**config.mk**
```make
export PLATFORM = sky130hd
export DESIGN_NAME = fft_reorder_buf
export DESIGN_NICKNAME = d
export VERILOG_FILES = /design/src/rtl/fft_pkg.sv /design/src/rtl/fft_digit_rev.sv /design/src/rtl/fft_reorder_buf.sv
export SDC_FILE = /design/constraint.sdc
export NUM_CORES = 2
export LEC_CHECK = 0
export BUFFER_PORTS_ARGS = -buffer_cell sky130_fd_sc_hd__buf_4
export CAP_MARGIN = 10
export CORE_MARGIN = 4
export CORE_UTILIZATION = 35
export DETAILED_ROUTE_END_ITERATION = 8
export GPL_TIMING_DRIVEN = 0
export PLACE_DENSITY_LB_ADDON = 0.12
export SLEW_MARGIN = 15
export SYNTH_ARGS = -nofsm -noshare
export SYNTH_HDL_FRONTEND = slang
export SYNTH_SLANG_ARGS = --single-unit
```
**constraint.sdc**
```tcl
create_clock -name clock -period 5.15 [get_ports clock]
set_clock_uncertainty 0.15 [all_clocks]
set_input_delay 1.03 -clock clock [delete_from_list [all_inputs] [get_ports clock]]
set_output_delay 1.03 -clock clock [all_outputs]
set_load 0.02 [all_outputs]
```
**src/rtl/fft_pkg.sv**
```systemverilog
// Shared definitions for the FFT streaming blocks: size helpers, parameter
// legality check and the reorder buffer read-side state encoding.
package fft_pkg;

  // Ceiling log2 for elaboration-time sizing (returns 0 for value <= 1).
  function automatic int clog2(input int value);
    int r;
    r = 0;
    while ((1 << r) < value) begin
      r++;
    end
    return r;
  endfunction

  // Number of base-RADIX digits in an index into an N-entry frame.
  function automatic int digit_count(input int n, input int radix);
    return clog2(n) / clog2(radix);
  endfunction

  // True when N is an exact power of RADIX and RADIX is 2 or 4.
  function automatic bit params_legal(input int n, input int radix);
    bit ok;
    ok = (radix == 2) || (radix == 4);
    ok = ok && (n >= radix);
    ok = ok && ((1 << clog2(n)) == n);
    if (ok) begin
      ok = (clog2(n) % clog2(radix)) == 0;
    end
    return ok;
  endfunction

  // Read side: idle until a full bank is available, then stream it out.
  typedef enum logic {
    RD_IDLE   = 1'b0,
    RD_STREAM = 1'b1
  } rd_state_e;

endpackage

```
**src/rtl/fft_digit_rev.sv**
```systemverilog
// Combinational index reverser: swaps the order of the base-RADIX digits of
// an index (bit reversal for RADIX=2, two-bit digit reversal for RADIX=4).
module fft_digit_rev
  import fft_pkg::*;
#(
  parameter int N     = 16,
  parameter int RADIX = 4
) (
  input  logic [clog2(N)-1:0] idx_i,
  output logic [clog2(N)-1:0] rev_o
);

  localparam int DW = clog2(RADIX);
  localparam int ND = digit_count(N, RADIX);

  // Digit d of the result is digit (ND-1-d) of the input.
  always_comb begin
    rev_o = '0;
    for (int d = 0; d < ND; d++) begin
      rev_o[d*DW +: DW] = idx_i[(ND-1-d)*DW +: DW];
    end
  end

endmodule

```
**src/rtl/fft_reorder_buf.sv**
```systemverilog
// Streaming digit-reversal reorder buffer. Samples are written in natural
// order into one of two frame banks; a full bank is read back in
// digit-reversed order through a two-register pipeline (RAM output register,
// then output register).
//
// Handshake: a transfer happens on a rising edge where valid and ready are
// both high (input_en/input_ready upstream, output_en/output_ready
// downstream). Ready may depend combinationally only on internal state; while
// output_en is high and output_ready is low the output payload is held.
//
// A bank is released as soon as its last element has been read out of the
// RAM into the pipeline: its contents are no longer needed, and releasing it
// there lets continuous input and output run without input_ready dropping.
module fft_reorder_buf
  import fft_pkg::*;
#(
  parameter int WIDTH = 32,
  parameter int N     = 16,
  parameter int RADIX = 4
) (
  input  logic             clock,
  input  logic             reset,
  input  logic             input_en,
  output logic             input_ready,
  input  logic [WIDTH-1:0] input_real,
  input  logic [WIDTH-1:0] input_imag,
  output logic             output_en,
  input  logic             output_ready,
  output logic [WIDTH-1:0] output_real,
  output logic [WIDTH-1:0] output_imag,
  output logic             output_last,
  output logic             debug_rd_state
);

  localparam int AW = clog2(N);
  localparam int DW = 2 * WIDTH;

  if (!params_legal(N, RADIX)) begin : g_bad_params
    $error("fft_reorder_buf: N must be a power of RADIX, RADIX must be 2 or 4");
  end

  // Write side
  logic [AW-1:0] wcount_q, wcount_d;
  logic          wbank_q, wbank_d;
  // Read (RAM issue) side
  logic [AW-1:0] rcount_q, rcount_d;
  logic          rbank_q, rbank_d;
  logic [1:0]    full_q, full_d;
  rd_state_e     state_q, state_d;

  // Pipeline
  logic             s1_valid_q, s1_last_q;
  logic [DW-1:0]    rd_data_q;
  logic             out_valid_q, out_last_q;
  logic [WIDTH-1:0] out_re_q, out_im_q;

  logic [DW-1:0] mem_q [2*N];

  logic          wr_fire, wr_done;
  logic          out_load, s1_free;
  logic          issue_go, issue_fire, rd_last;
  logic [AW-1:0] raddr_rev;

  assign input_ready = !full_q[wbank_q];
  assign wr_fire     = input_en && input_ready;
  assign wr_done     = wr_fire && (wcount_q == AW'(N - 1));

  // The output register can take new data when empty or being accepted;
  // stage 1 can take new data when empty or moving into the output register.
  assign out_load = !out_valid_q || output_ready;
  assign s1_free  = !s1_valid_q || out_load;
  assign rd_last  = (rcount_q == AW'(N - 1));

  fft_digit_rev #(
    .N     (N),
    .RADIX (RADIX)
  ) u_rev (
    .idx_i (rcount_q),
    .rev_o (raddr_rev)
  );

  // Read-side FSM: decide whether a RAM read is issued this cycle and where
  // the FSM goes next. IDLE issues immediately when a bank is full so the
  // first output appears two edges after the frame completes.
  always_comb begin
    state_d  = state_q;
    issue_go = 1'b0;
    case (state_q)
      RD_IDLE: begin
        if (full_q[rbank_q]) begin
          issue_go = 1'b1;
          state_d  = RD_STREAM;
        end
      end
      RD_STREAM: begin
        issue_go = 1'b1;
      end
      default: begin
        state_d = RD_IDLE;
      end
    endcase
    issue_fire = issue_go && s1_free;
    if ((state_q == RD_STREAM) && issue_fire && rd_last) begin
      state_d = full_q[~rbank_q] ? RD_STREAM : RD_IDLE;
    end
  end

  // Counter and bank bookkeeping: write completion marks a bank full, the
  // final read of a bank releases it. They always touch different banks.
  always_comb begin
    wcount_d = wcount_q;
    wbank_d  = wbank_q;
    rcount_d = rcount_q;
    rbank_d  = rbank_q;
    full_d   = full_q;
    if (wr_fire) begin
      wcount_d = wcount_q + AW'(1);
      if (wr_done) begin
        full_d[wbank_q] = 1'b1;
        wbank_d         = ~wbank_q;
      end
    end
    if (issue_fire) begin
      rcount_d = rcount_q + AW'(1);
      if (rd_last) begin
        full_d[rbank_q] = 1'b0;
        rbank_d         = ~rbank_q;
      end
    end
  end

  // Control state registers.
  always_ff @(posedge clock) begin
    if (reset) begin
      state_q  <= RD_IDLE;
      wcount_q <= '0;
      wbank_q  <= 1'b0;
      rcount_q <= '0;
      rbank_q  <= 1'b0;
      full_q   <= '0;
    end else begin
      state_q  <= state_d;
      wcount_q <= wcount_d;
      wbank_q  <= wbank_d;
      rcount_q <= rcount_d;
      rbank_q  <= rbank_d;
      full_q   <= full_d;
    end
  end

  // Frame storage: both banks in one RAM, bank select as address MSB, with a
  // registered read port enabled only when a read is issued.
  always_ff @(posedge clock) begin
    if (wr_fire) begin
      mem_q[{wbank_q, wcount_q}] <= {input_real, input_imag};
    end
    if (issue_fire) begin
      rd_data_q <= mem_q[{rbank_q, raddr_rev}];
    end
  end

  // Valid/last tracking for the RAM register and the output register.
  always_ff @(posedge clock) begin
    if (reset) begin
      s1_valid_q  <= 1'b0;
      s1_last_q   <= 1'b0;
      out_valid_q <= 1'b0;
      out_last_q  <= 1'b0;
      out_re_q    <= '0;
      out_im_q    <= '0;
    end else begin
      if (s1_free) begin
        s1_valid_q <= issue_fire;
        s1_last_q  <= issue_fire && rd_last;
      end
      if (out_load) begin
        out_valid_q <= s1_valid_q;
        out_last_q  <= s1_last_q;
        if (s1_valid_q) begin
          out_re_q <= rd_data_q[DW-1:WIDTH];
          out_im_q <= rd_data_q[WIDTH-1:0];
        end
      end
    end
  end

  assign output_en      = out_valid_q;
  assign output_last    = out_last_q;
  assign output_real    = out_re_q;
  assign output_imag    = out_im_q;
  assign debug_rd_state = (state_q == RD_STREAM);

endmodule

```
==> out/summary.txt <==
Most frequent cells in the layout: edfxtp_1 (2112), mux2i_1 (386), mux4_2 (320), clkbuf_16 (240), a22oi_1 (192)
RSZ-0062 raised after global routing: no
Leak: 29.5 nW
Yosys top cell area share: 0.764
Total nets after synthesis: 4034
CTS clk-pin slew, worst paths: 0.06 ns
Final worst slack: 1.26 ns
Die Y: 495 um
Post-detail-place hpwl: 154000 um
Routed Antenna Nets: 0
Syn_area_per_cell: 21.0 um^2
Endpoints failing setup: 0
Finished Cell Area: 98300 um^2
Max-slew violation count: 0
WL final: 229000 um
Multi-input gate area: 16700 um^2
Tot GR Track Use: 0.186
Worst slew pin tran: 1.03 ns
Filler instances: 20890
Post-synth EDFFs: 2112
Register area: 65000 um^2
Initial DRT Pass Iterations: 5
Site Rows: 178
CTS sink count: 2193
IO Pins: 136
Critical Path Sink Type: flip-flop
Resized cells post-CTS: 0
Status: finished, final reports clean
Largest net degree at the start of global routing: 38
Req. time, crit path: 5.55 ns
Worst rel slew slack: 0.315
Post-Syn Area: 83000 um^2
Clock period minus worst slack: 3.89 ns
Maximum fanout along the worst path: 10
Startpoint Class: flip-flop
Hold Crit Class: reg -> reg
Die W: 495 um
Ys flop type: edfxtp_1
Post-synth top area cell: edfxtp_1
Clock Latency Late Sink: 0.85 ns
Placer congestion estimate: 0.716
Max-cap violations: 0
Worst VDD drop: 257 uV
CTS tree: done
Clock tree root buffer cell: clkbuf_16
Share of layout cells above drive strength 1: 0.250
Sequential share of the synthesized area: 0.784
Synth Register Bits: 2193
Clock Path Buffers: 3
Total number of vias: 40829
Netlist cell types: 44
Die Area: 245000 um^2
WL per Instance: 29.3 um
Max Freq: 257 MHz
CP Class: reg -> reg
DRC: 0
Core Util, Final: 0.417
Core area: 236000 um^2
H-tree Lvls: 4
Post-CTS Hold Fix Bufs: 0
Fin nets: 4519
First-pass GRT wire length: 327000 um
Crit path DAT: 4.29 ns
Synth async-reset ratio: 0
Pre-CTS WS: 1.17 ns
Commonest non-fill, non-tap cell in the layout: edfxtp_1
Initial antenna violation count: 14
Cell area after placement: 90700 um^2
Number of global-route vias before repair: 42593
Period utilization: 0.755
PortBufs: 134
Post-CTS setup buffers: 0
Iter 0 DRT Violations: 3424
Number of buffers created by CTS: 233
Synth Instances: 3961
Hold Vio Cnt, Final: 0
Synth area leaders: edfxtp_1 (76%), mux4_2 (8.7%), mux2i_1 (4.7%)
Synth warn: 0
Drt via density: 5.22
GRT overflow: 0
Initial core utilization: 0.352
Area Growth Syn to Fin: 18.5%
Pwr/cell area: 374 nW/um^2
## registers in the layout, indices dropped and copies added (netlist names), 2 cells and up
name         cells
full_q           2
output_real     32
rcount_q         4
wcount_q         4
mem_q         2048
rd_data_q       64
output_imag     32
## cells by family after synthesis
kind of cell    Yosys count  synth area share
compound gates          591            0.0526
mux                     708             0.134
xor+xnor                  7          0.000739
flops                  2193             0.784
fa+ha+maj                 5          0.000754
simple gates            212            0.0107
buf+inv                 245            0.0177
## synthesized netlist by cell type, types with 46 or more instances
cell	n
a211oi_2	64
o22ai_1	129
nand2_1	135
o221ai_1	62
mux4_2	320
a22oi_1	192
a21oi_1	133
nor2_1	46
edfxtp_1	2112
buf_2	48
buf_4	49
mux2i_1	386
dfxtp_1	81
clkbuf_1	89
## routing by layer
| metal | wire length, um | track usage | up-vias |
|---|---|---|---|
| met5 | 0 | 0 | - |
| met4 | 3900 | 0.0366 | 0 |
| met3 | 9580 | 0.0259 | 275 |
| met2 | 115000 | 0.317 | 914 |
| met1 | 101000 | 0.257 | 22037 |
| li1 | - | - | 17603 |
## cell type report
type,instances,share of cell area
flip-flops and latches,2193,0.661
multi-input cells,1523,0.170
clock buffers,345,0.0683
well taps,3150,0.0401
repair buffers,250,0.0361
plain buffers,238,0.0147
clock inverters,100,0.00864
inverters,7,0.000369
diodes,9,0.000229
## worst max-delay path: stages (launching register included)
cell and delay (ns):
dfxtp_1 0.39, buf_4 0.37, buf_2 0.69, nand3_2 0.85, clkbuf_1 0.62, o22ai_1 0.36
a211oi_2 0.13
## worst paths after layout
kind,startpoint,endpoint,slack [ns],cells after the start
setup reg to reg,rcount_q[0]$_SDFFE_PP0P_,rd_data_q[35]$_DFFE_PP_,1.26,6
hold reg to reg,output_imag[7]$_SDFFE_PP0P_,output_imag[7]$_SDFFE_PP0P_,0.30,2
hold / removal,output_imag[7]$_SDFFE_PP0P_,output_imag[7]$_SDFFE_PP0P_,0.30,2
setup / recovery,rcount_q[0]$_SDFFE_PP0P_,rd_data_q[35]$_DFFE_PP_,1.26,6
## through the flow
step | setup TNS [ns] | power, mW | instances | hold WS, ns
floorplan | 0 | 20.2 | 3961 | 0.297
global placement | -7334.99 | 20.6 | 7245 | 0.296
detailed placement | 0 | 20.7 | 7361 | 0.298
CTS | 0 | 37.2 | 7806 | 0.306
global route | 0 | 38.0 | 7810 | 0.324
finish | 0 | 36.7 | 7815 | 0.304
## report_power, final
part | internal, mW | switching (mW) | total, mW
registers | 19.6 | 0.0203 | 19.7
clock network | 9.63 | 6.86 | 16.5
logic | 0.133 | 0.462 | 0.595
Note: power is estimated with default switching activity, not from simulation.
